### config.mk
export PLATFORM = sky130hd
export DESIGN_NAME = ubip_frame_dec_flat
export DESIGN_NICKNAME = d
export VERILOG_FILES = /design/src/rtl/ubip_frame_dec_if.sv /design/src/rtl/ubip_frame_dec.sv /design/src/flat_wrapper.sv
export SDC_FILE = /design/constraint.sdc
export NUM_CORES = 1
export LEC_CHECK = 0
export CAP_MARGIN = 5
export CORE_ASPECT_RATIO = 1.1
export CORE_UTILIZATION = 48
export DETAILED_ROUTE_END_ITERATION = 10
export MAX_ROUTING_LAYER = met4
export PLACE_DENSITY_LB_ADDON = 0.2
export SLEW_MARGIN = 20
export SYNTH_ARGS = -nofsm -noshare
export SYNTH_HDL_FRONTEND = slang
export SYNTH_SLANG_ARGS = --single-unit
### constraint.sdc
create_clock -name iClk -period 1.7 [get_ports iClk]
set_input_delay 0.17 -clock iClk [delete_from_list [all_inputs] [get_ports iClk]]
set_output_delay 0.17 -clock iClk [all_outputs]
set_load 0.02 [all_outputs]
### src/rtl/ubip_frame_dec_if.sv
// ubip_frame_dec_if: control, bitstream and result handshake bundle for the unary frame decoder
interface ubip_frame_dec_if #(parameter int FRAME_LOG2 = 8);
    logic                  iStart;
    logic                  iCont;
    logic                  iBit;
    logic                  iReady;
    logic                  iClrOvr;
    logic [FRAME_LOG2:0]   oOnes;
    logic [FRAME_LOG2+1:0] oVal;
    logic                  oValid;
    logic                  oBusy;
    logic                  oOvr;
    modport master (output iStart, iCont, iBit, iReady, iClrOvr,
                    input  oOnes, oVal, oValid, oBusy, oOvr);
    modport slave  (input  iStart, iCont, iBit, iReady, iClrOvr,
                    output oOnes, oVal, oValid, oBusy, oOvr);
endinterface

### src/rtl/ubip_frame_dec.sv
// ubip_frame_dec: counts ones over 2^FRAME_LOG2-cycle frames of a bipolar unary stream and
// reports the count and its signed bipolar value through a valid/ready result register
module ubip_frame_dec #(parameter int FRAME_LOG2 = 8) (
    input logic            iClk,
    input logic            iRstN,
    ubip_frame_dec_if.slave bus
);
    typedef enum logic {IDLE, ACC} state_e;
    localparam logic [FRAME_LOG2+1:0] N_EXT = (FRAME_LOG2+2)'(1) << FRAME_LOG2;

    state_e                state_q, state_d;
    logic [FRAME_LOG2-1:0] cnt_q, cnt_d;
    logic [FRAME_LOG2:0]   ones_q, ones_d, res_ones_q, res_ones_d, ones_sum;
    logic [FRAME_LOG2+1:0] res_val_q, res_val_d;
    logic                  valid_q, valid_d, ovr_q, ovr_d, last;

    always_ff @(posedge iClk) begin
        if (!iRstN) begin
            state_q    <= IDLE;
            cnt_q      <= '0;
            ones_q     <= '0;
            res_ones_q <= '0;
            res_val_q  <= '0;
            valid_q    <= 1'b0;
            ovr_q      <= 1'b0;
        end else begin
            state_q    <= state_d;
            cnt_q      <= cnt_d;
            ones_q     <= ones_d;
            res_ones_q <= res_ones_d;
            res_val_q  <= res_val_d;
            valid_q    <= valid_d;
            ovr_q      <= ovr_d;
        end
    end

    always_comb begin
        state_d = state_q == IDLE ? (bus.iStart ? ACC : IDLE) : (last && !bus.iCont ? IDLE : ACC);
    end

    // the frame counter wraps to zero on the last sample, so back-to-back frames need no gap cycle
    always_comb begin
        last       = state_q == ACC && &cnt_q;
        ones_sum   = ones_q + (FRAME_LOG2+1)'(bus.iBit);
        cnt_d      = state_q == ACC ? cnt_q + FRAME_LOG2'(1) : '0;
        ones_d     = state_q == ACC && !last ? ones_sum : '0;
        res_ones_d = last ? ones_sum : res_ones_q;
        res_val_d  = last ? {ones_sum, 1'b0} - N_EXT : res_val_q;
        valid_d    = last || (valid_q && !bus.iReady);
        ovr_d      = (last && valid_q && !bus.iReady) || (ovr_q && !bus.iClrOvr);
    end

    always_comb begin
        bus.oOnes  = res_ones_q;
        bus.oVal   = res_val_q;
        bus.oValid = valid_q;
        bus.oBusy  = state_q == ACC;
        bus.oOvr   = ovr_q;
    end
endmodule

### src/flat_wrapper.sv
// flat-port wrapper written by rule: the top's interface ports become plain ports
module ubip_frame_dec_flat 
#(parameter int FRAME_LOG2 = 8)
  (iClk, iRstN, bus_iStart, bus_iCont, bus_iBit, bus_iReady, bus_iClrOvr, bus_oOnes, bus_oVal, bus_oValid, bus_oBusy, bus_oOvr);
  ubip_frame_dec_if #(.FRAME_LOG2(FRAME_LOG2)) bus_i ();
  input logic iClk;
  input logic iRstN;
  input wire logic [$bits(bus_i.iStart)-1:0] bus_iStart;
  input wire logic [$bits(bus_i.iCont)-1:0] bus_iCont;
  input wire logic [$bits(bus_i.iBit)-1:0] bus_iBit;
  input wire logic [$bits(bus_i.iReady)-1:0] bus_iReady;
  input wire logic [$bits(bus_i.iClrOvr)-1:0] bus_iClrOvr;
  output wire logic [$bits(bus_i.oOnes)-1:0] bus_oOnes;
  output wire logic [$bits(bus_i.oVal)-1:0] bus_oVal;
  output wire logic [$bits(bus_i.oValid)-1:0] bus_oValid;
  output wire logic [$bits(bus_i.oBusy)-1:0] bus_oBusy;
  output wire logic [$bits(bus_i.oOvr)-1:0] bus_oOvr;
  assign bus_i.iStart = bus_iStart;
  assign bus_i.iCont = bus_iCont;
  assign bus_i.iBit = bus_iBit;
  assign bus_i.iReady = bus_iReady;
  assign bus_i.iClrOvr = bus_iClrOvr;
  assign bus_oOnes = bus_i.oOnes;
  assign bus_oVal = bus_i.oVal;
  assign bus_oValid = bus_i.oValid;
  assign bus_oBusy = bus_i.oBusy;
  assign bus_oOvr = bus_i.oOvr;
  ubip_frame_dec #(.FRAME_LOG2(FRAME_LOG2)) u_core (.iClk(iClk), .iRstN(iRstN), .bus(bus_i));
endmodule
# ---- Yosys cells after proc, flatten, opt, wreduce, memory -nomap -nowiden
# Cells that the tools add are included.
# Widths: inputs -> output; s select.
dict set report totals {
  in_bits 7
  ff_bits 39
  word_cells 29
  out_inout_bits 22
}
dict set report op_classes {
  n_mux 3
  reduce_logical 16
  addsub 3
}
# op count
set op_table {}
lappend op_table {{$sub 10x9->10 const B} 1}
lappend op_table {{$add 9x1->9} 1}
lappend op_table {{$add 8x1->8 const B} 1}
lappend op_table {{$reduce_and 8->1} 1}
lappend op_table {{$logic_and 1x1->1} 7}
lappend op_table {{$logic_not 1->1} 4}
lappend op_table {{$reduce_and 2->1} 2}
lappend op_table {{$mux 1} 3}
lappend op_table {{$logic_or 1x1->1} 2}

# ---- Logic depth before layout (Yosys ltp)
# Gate-level depths: netlist (run 1).
dict set report logic_depth {
  ltp_word 5
  depth_mapped 6
  depth_no_buf 6
}

# ---- Worst setup path before layout (run 1)
# Ideal clock, no wire load.
dict set report synth_timing {
  path_kind {flip-flop to flip-flop}
  start {reg u_core.ones_q[0]}
  end {reg u_core.res_val_q[9] (netlist: u_core.bus.oVal[9])}
  path_stages_with_launch 7
  slack_ns 0.149
  arrival_ns 1.459
  setup_ns 0.092
  period_less_slack_ns 1.551
  n_path_buf 0
  required_ns 1.608
  path_cell_list {dfxtp_1 -> ha_1 -> ha_1 -> nand3_1 -> o21a_1 -> o211a_1 -> o32ai_1}
}
dict set report synth_between {
  elab_chain_cells 2
}
# item line_no
set synth_rtl {}
lappend synth_rtl {{start: declaration} ubip_frame_dec.sv:13} ;# logic [FRAME_LOG2:0] ones_q, ones_d, res_ones_q, res_ones_d, ones_sum;
lappend synth_rtl {{start signal: assignment} ubip_frame_dec.sv:29} ;# ones_q <= ones_d;
lappend synth_rtl {{$add 9x1->9} ubip_frame_dec.sv:44} ;# ones_sum = ones_q + (FRAME_LOG2+1)'(bus.iBit);
lappend synth_rtl {{$sub 10x9->10} ubip_frame_dec.sv:48} ;# res_val_d = last ? {ones_sum, 1'b0} - N_EXT : res_val_q;
lappend synth_rtl {{end signal: assignment} ubip_frame_dec.sv:31} ;# res_val_q <= res_val_d;
lappend synth_rtl {{end: declaration} ubip_frame_dec.sv:14} ;# logic [FRAME_LOG2+1:0] res_val_q, res_val_d;
# No other way between the ends.
# A chain may end at the register's enable or synchronous reset.

# ---- Worst setup path in the final report (run 1)
dict set report layout_timing {
  start {in bus_iBit}
  end {reg u_core.res_val_q[9] (netlist: u_core.bus.oVal[9])}
}
dict set report layout_between {
  elab_chain_cells 2
}
# item line_no
set layout_rtl {}
lappend layout_rtl {{start: declaration} flat_wrapper.sv:10} ;# input wire logic [$bits(bus_i.iBit)-1:0] bus_iBit;
lappend layout_rtl {{$add 9x1->9} ubip_frame_dec.sv:44}
lappend layout_rtl {{$sub 10x9->10} ubip_frame_dec.sv:48}
# No other way between the ends.

==> qor.txt, run 1 <==
Synth cell types -> 31
Antenna violations before repair -> 0
Avg Inst Size Synth -> 9.29 um^2
Die area -> 0.00286 mm^2
Number of synthesized register bits -> 31
HP Class -> input pin to flip-flop
# H-tree levels -> 2
DRC violations left -> 0
Startpoint types -> input pin
Routability Congestion -> 0.811
Leakage -> 0.000604 uW
Unrepaired setup endpoints after global routing -> false
Final Cell Area -> 0.00167 mm^2
Crit Path Category -> input pin to flip-flop
Syn nets -> 147
FILL cells -> 217
Vias in the first global route -> 939
WL/cell -> 12.6 um
Worst setup EP type -> flip-flop
Final-report max-slew violation count -> 0
Slowest cell delay on critical path -> 480 ps
DP Area -> 0.00157 mm^2
Setup violators final -> 0
IR drop worst, VDD -> 0.685 mV
Max Cap Viol -> 0
Commonest non-fill, non-tap cell in the layout -> dfxtp_1
Hpwl dp -> 1800 um
GR Util All Layers -> 19.6%
Cts bufs inserted -> 5
Metal-1 WL -> 1060 um
YS warnings -> 0
Largest net degree at the start of global routing -> 23
DR vias/cell -> 5.08
Syn-to-layout area delta -> 31.0%
Iter 0 DRT Violations -> 13
Via count -> 1011
Setup Fix Bufs, Post-CTS -> 0
Antenna Violating Nets Remaining -> 0
Max Buffers Root-to-Sink -> 2
Critical path's top delay family -> compound AO/OA/AOI/OAI gates
I/O pin cnt -> 29
Initial Util -> 51.0%
Top sig layer -> met4
GRT overflow -> 0
N_diodes -> 0
Clock slew seen by the registers of the worst setup and hold paths -> 90 ps
Tcrit/Tclk final -> 96.4%
Final wirelength -> 2500 um
Root Buffer -> clkbuf_4
WP buf/inv -> 1
Met2 wire length -> 1290 um
Mapped Cells -> 137
Status -> complete, no violations
Place WS -> -309 ps
Port bufs -> 27
Die height -> 56 um
Setup slack after layout -> 61.3 ps
First-pass DRT Iterations -> 4
Slowest-stage cell, CP -> clkdlybuf4s50_1
WP data required -> 1930 ps
Most frequent cells in the layout -> dfxtp_1, clkdlybuf4s50_1, nor2_1, nand3_1
Core ar. -> 0.00250 mm^2
Skew final -> 5.91 ps
Worst-path fanout max -> 3
Register area share after synthesis -> 48.8%
Share of cells above drive strength 1 -> 14.9%
Final Hold Fails -> 0
Post-Syn Area -> 0.00127 mm^2
Die X -> 51.1 um
Fin nets -> 177
Arr. time, crit path -> 1870 ps
Worst-Skew Late Latency -> 330 ps
Power per cell area -> 757 mW/mm^2
Worst-path cell chain -> clkdlybuf4s50_1 -> ha_2 -> ha_1 -> nand3_2 -> o21a_1 -> o211a_1 -> o32ai_2
Met3 wire len -> 87 um
CTS tree -> built
Rows -> 19
Fmax -> 0.610 GHz
First-pass GRT wire length -> 3950 um
Minimum clock period -> 1640 ps
CTS Hold Bufs -> 0
CTS sink count -> 31
-- final timing paths --
path,start,to,slack (ps),cells after the start
hold reg to reg,u_core.cnt_q[0],u_core.cnt_q[0],470,1
setup / recovery,bus_iBit,u_core.bus.oVal[9],60,7
setup reg to reg,u_core.ones_q[0],u_core.bus.oVal[9],70,6
hold / removal,bus_iCont,u_core.bus.oBusy,380,3
-- cell type report --
class / count / area [um^2] / share of cell area [%]
inverters: 6 / 22.5 / 1.35
well taps: 31 / 38.8 / 2.33
multi-input cells: 89 / 581 / 34.8
clock buffers: 8 / 68.8 / 4.13
flip-flops and latches: 31 / 621 / 37.2
repair buffers: 34 / 335 / 20.1
-- through the flow --
stage | cells | power, uW | hold slack [ps] | setup TNS [ps] | utilization [%]
6_report | 199 | 1260 | 380 | 0 | 66.8
5_1_grt | 199 | 1320 | 407 | 0 | 66.8
4_1_cts | 199 | 1280 | 354 | 0 | 65.7
3_5_place_dp | 191 | 800 | 441 | -1050 | 62.9
3_3_place_gp | 191 | 799 | 428 | -678 | 62.9
2_1_floorplan | 137 | 775 | 298 | 0 | -
-- state kept, by name, summed over array words and instances (netlist names) --
signal	flops
u_core.bus.oOnes	9
u_core.bus.oOvr	1
u_core.bus.oBusy	1
u_core.bus.oVal	2
u_core.bus.oValid	1
u_core.ones_q	9
u_core.cnt_q	8
-- what timing repair did --
action	4_1_cts	5_1_grt
endpoints found under the setup margin	0	1
hold endpoints to repair	0	0
gates resized for setup	0	6
-- cell usage after synthesis --
cell type | instances | share of area, %
o21ai_0 | 4 | 1.6
nor2b_1 | 1 | 0.49
dfxtp_1 | 31 | 49
nand2_1 | 6 | 1.8
xnor2_1 | 5 | 3.4
a211oi_1 | 6 | 3.5
nor3_1 | 1 | 0.39
xor2_1 | 4 | 2.8
buf_2 | 1 | 0.39
inv_1 | 5 | 1.5
o211a_1 | 2 | 1.6
or3_4 | 1 | 0.88
conb_1 | 1 | 0.29
nor2_1 | 24 | 7.1
o32ai_1 | 1 | 0.69
nor3_2 | 1 | 0.79
a211oi_2 | 1 | 0.98
clkinv_1 | 1 | 0.29
clkbuf_1 | 1 | 0.29
nand4_1 | 1 | 0.49
or3_1 | 2 | 0.98
nand2b_1 | 2 | 0.98
a21oi_1 | 6 | 2.4
and3_1 | 2 | 0.98
o21a_1 | 2 | 1.2
nand4_2 | 2 | 2.0
ha_1 | 3 | 3.0
nand3_1 | 8 | 3.1
buf_4 | 9 | 5.3
mux2i_1 | 2 | 1.6
o21bai_1 | 1 | 0.59
-- worst min-delay path, delay by kind of cell --
| family | cells | cell delay, ps |
|---|---|---|
| AOI/OAI and AO/OA | 1 | 50 |
| buffers and inverters | 2 | 440 |
-- power breakdown --
group	leakage, uW	total [uW]	internal (uW)	switching (uW)
sequential	0.000250	734	730	4.24
combinational	0.000315	49.6	24.4	25.2
clock	0.0000386	478	243	235
-- routing by layer --
layer | global-route usage (%) | up-vias
met5 | - | -
met4 | 12.7 | 0
met3 | 7.38 | 9
met2 | 30.1 | 15
met1 | 20.8 | 471
li1 | - | 516
-- cell families (layout without fill, tap and decap cells) --
logic type | after synthesis | in the layout | synth area share [%]
flip-flops | 31 | 31 | 48.8
AND/OR/NAND/NOR | 51 | 51 | 20.0
multiplexers | 2 | 2 | 1.57
other | 1 | 1 | 0.295
AO/OA/AOI/OAI | 23 | 23 | 12.5
adder cells (fa/ha/maj) | 3 | 3 | 2.95
buffers and inverters | 17 | 48 | 7.77
XOR/XNOR | 9 | 9 | 6.19
No activity file was read; power rests on OpenSTA's default activity.
==> inputs of run 2 (changes only) <==
--- a/config.mk
+++ b/config.mk
@@ -7,11 +7,10 @@
 export LEC_CHECK = 0
 export CAP_MARGIN = 5
 export CORE_ASPECT_RATIO = 1.1
-export CORE_UTILIZATION = 48
+export CORE_UTILIZATION = 52
 export DETAILED_ROUTE_END_ITERATION = 10
 export MAX_ROUTING_LAYER = met4
 export PLACE_DENSITY_LB_ADDON = 0.2
-export SLEW_MARGIN = 20
 export SYNTH_ARGS = -nofsm -noshare
 export SYNTH_HDL_FRONTEND = slang
 export SYNTH_SLANG_ARGS = --single-unit
==> constraint.sdc (replaced) <==
create_clock -name iClk -period 1.9 [get_ports iClk]
set_input_delay 0.19 -clock iClk [delete_from_list [all_inputs] [get_ports iClk]]
set_output_delay 0.19 -clock iClk [all_outputs]
set_load 0.02 [all_outputs]
==> run 2 against run 1 <==
Sequential power is 11% lower. Die area shrank 7.4%. Design area is 3.2% lower. Total power shrank 9.8%. Global-route usage is 1.4 points higher. Critical path type unchanged. Largest cell class unchanged.
==> qor.txt, run 2 (same netlist as run 1, synthesis figures left out) <==
GRT overflow -> 0 (unchanged)
Register Area -> 621 um^2 (unchanged)
Final Core Density -> 71.0% (+4.2 points)
Worst-margin pin slew -> 676 ps
CTS sink count -> 31 (unchanged)
Final-report max-slew violation count -> 0 (unchanged)
End point of the critical path -> u_core.bus.oVal[9]
Critical path's top delay family -> compound AO/OA/AOI/OAI gates
Unrepaired setup endpoints after global routing -> false
Syn-to-layout area delta -> 26.8%
Status -> complete, no violations
GR Util All Layers -> 21.0% (+1.4 points)
Setup crit start -> bus_iBit
Cts bufs inserted -> 5 (unchanged)
Worst-Skew Late Latency -> 320 ps (about the same)
Commonest non-fill, non-tap cell in the layout -> dfxtp_1
WP buf/inv -> 1 (unchanged)
Setup violators final -> 0 (unchanged)
Comb pwr share -> 3.6% (-0.3 points)
Multi-input gate area -> 553 um^2 (-4.7%)
Worst-path cell chain -> clkdlybuf4s50_1 -> ha_1 -> ha_1 -> nand3_1 -> o21a_1 -> o211a_1 -> o32ai_1
N_diodes -> 0 (unchanged)
Worst-path fanout max -> 4 (+1)
Fmax -> 0.594 GHz
Die height -> 53.9 um (-3.8%)
Vias in the first global route -> 910 (-3.1%)
P_sw -> 249 uW (-5.8%)
Largest net degree at the start of global routing -> 16 (-30%)
Final Cell Area -> 0.00161 mm^2 (-3.2%)
IR drop worst, VDD -> 0.556 mV (-19%)
Clock slew seen by the registers of the worst setup and hold paths -> 100 ps (about the same)
Reg2reg start -> u_core.ones_q[0]
R2R depth -> 6 (unchanged)
HP Class -> input pin to flip-flop
Hold path start -> bus_iCont
Crit Path Category -> input pin to flip-flop
Initial Util -> 55.9% (+5.0 points)
Final wirelength -> 2390 um (-4.2%)
WP data required -> 2140 ps (+210 ps)
Rows -> 18 (-1)
CTS tree -> built
Clk pwr share -> 38.7% (+0.8 points)
Antenna violations before repair -> 0 (unchanged)
Die X -> 49.2 um (-3.8%)
Most frequent cells in the layout -> dfxtp_1, clkdlybuf4s50_1, nor2_1, nand3_1
Core ar. -> 0.00227 mm^2 (-8.9%)
Place WS -> -122 ps (+187 ps)
DR vias/cell -> 5.11 (+0.63%)
Routability Congestion -> 0.765 (-5.7%)
DP Area -> 0.00154 mm^2 (-1.8%)
Via count -> 1002 (-0.89%)
Power per cell area -> 705 mW/mm^2 (-6.8%)
CTS Hold Bufs -> 0 (unchanged)
First-pass GRT wire length -> 3900 um (-1.2%)
First-pass DRT Iterations -> 4 (unchanged)
Final Hold Fails -> 0 (unchanged)
Iter 0 DRT Violations -> 9 (-4)
Tcrit/Tclk final -> 88.5%
I/O pin cnt -> 29 (unchanged)
Setup slack after layout -> 218 ps (+156 ps)
Antenna Violating Nets Remaining -> 0 (unchanged)
Reg power frac -> 57.7% (-0.5 points)
Fin nets -> 175 (-1.1%)
Crit path top cell by count -> ha_1
Startpoint types -> input pin
Share of cells above drive strength 1 -> 10.8% (-4.0 points)
Hpwl dp -> 1760 um (-2.3%)
Post-cts resize count -> 0 (unchanged)
FILL cells -> 190 (-12%)
Sw frac -> 21.8% (+0.92 points)
Minimum clock period -> 1680 ps
Slowest-stage cell, CP -> clkdlybuf4s50_1
Die area -> 0.00265 mm^2 (-7.4%)
DRC violations left -> 0 (unchanged)
Arr. time, crit path -> 1920 ps (+50 ps)
Skew final -> 7.72 ps (+1.81 ps)
WL/cell -> 12.2 um (-2.8%)
Max Cap Viol -> 0 (unchanged)
Leakage -> 0.000592 uW (-2.0%)
Slew HR -> 54.9%
Critical Path Stages -> 7 (unchanged)
Root Buffer -> clkbuf_4
# H-tree levels -> 2 (unchanged)
Max Buffers Root-to-Sink -> 2 (unchanged)
Capture point of the worst reg-to-reg path -> u_core.bus.oVal[9]
Slowest cell delay on critical path -> 460 ps (-20 ps)
Setup Fix Bufs, Post-CTS -> 0 (unchanged)
Port bufs -> 27 (unchanged)
Worst setup EP type -> flip-flop
Cell Int Power -> 890 uW (-11%)
Reg2reg setup slack -> 220 ps (+150 ps)
## run 2: changes by cell type in the layout (fill, tap and decap cells not counted), sizes merged
| cell | change |
|---|---|
| buf | -2 |
| clkbuf | -1 |
| clkinvlp | +1 |
## run 2: layout make-up
class                           instances  area share [%]
Sequential cell                        31            38.4
Multi-Input combinational cell         89            34.3
Timing Repair Buffer                   32            19.1
Clock buffer                            7            4.03
Tap cell                               30            2.33
Inverter                                6            1.40
Clock inverter                          1           0.465
## run 2: how the worst min path moves through the flow
stage / end / slack [ps] / cells past startpoint
floorplan: u_core.bus.oBusy / 320 / 2
CTS: u_core.bus.oBusy / 400 / 3
finish: u_core.bus.oBusy / 410 / 3
global placement: u_core.cnt_q[0] / 430 / 1
detailed placement: u_core.cnt_q[0] / 440 / 1
global route: u_core.bus.oBusy / 400 / 3
## run 2: power by group through the flow
stage / Clock (uW) / Combinational (uW) / Sequential, uW
finish: 440 / 41.5 / 656
global route: 480 / 45.9 / 658
CTS: 450 / 42.3 / 656
detailed placement: 0 / 41.9 / 672
global placement: 0 / 41.3 / 671
floorplan: 0 / 20.3 / 673
## run 2: layer usage
metal	routed length, um	GRT usage, %	vias to the layer above
met5	0	-	-
met4	21	9.31	0
met3	110	8.76	2
met2	1240	35.2	27
met1	1030	22.0	457
li1	-	-	516
## run 2: stage by stage
stage          hold slack [ps]  power (uW)  std cells  setup TNS (ps)
2_1_floorplan              318         693        137               0
6_report                   409        1140        196               0
4_1_cts                    402        1150        196               0
3_5_place_dp               441         713        188            -215
5_1_grt                    399        1180        196               0
3_3_place_gp               429         713        188           -56.2
## run 2: worst reg2reg max path: cells and delay by family, from the launching register on
family          cells  cell delay (ps)
fa+ha+maj           2              390
compound gates      3              700
flops               1              330
simple gates        1              160
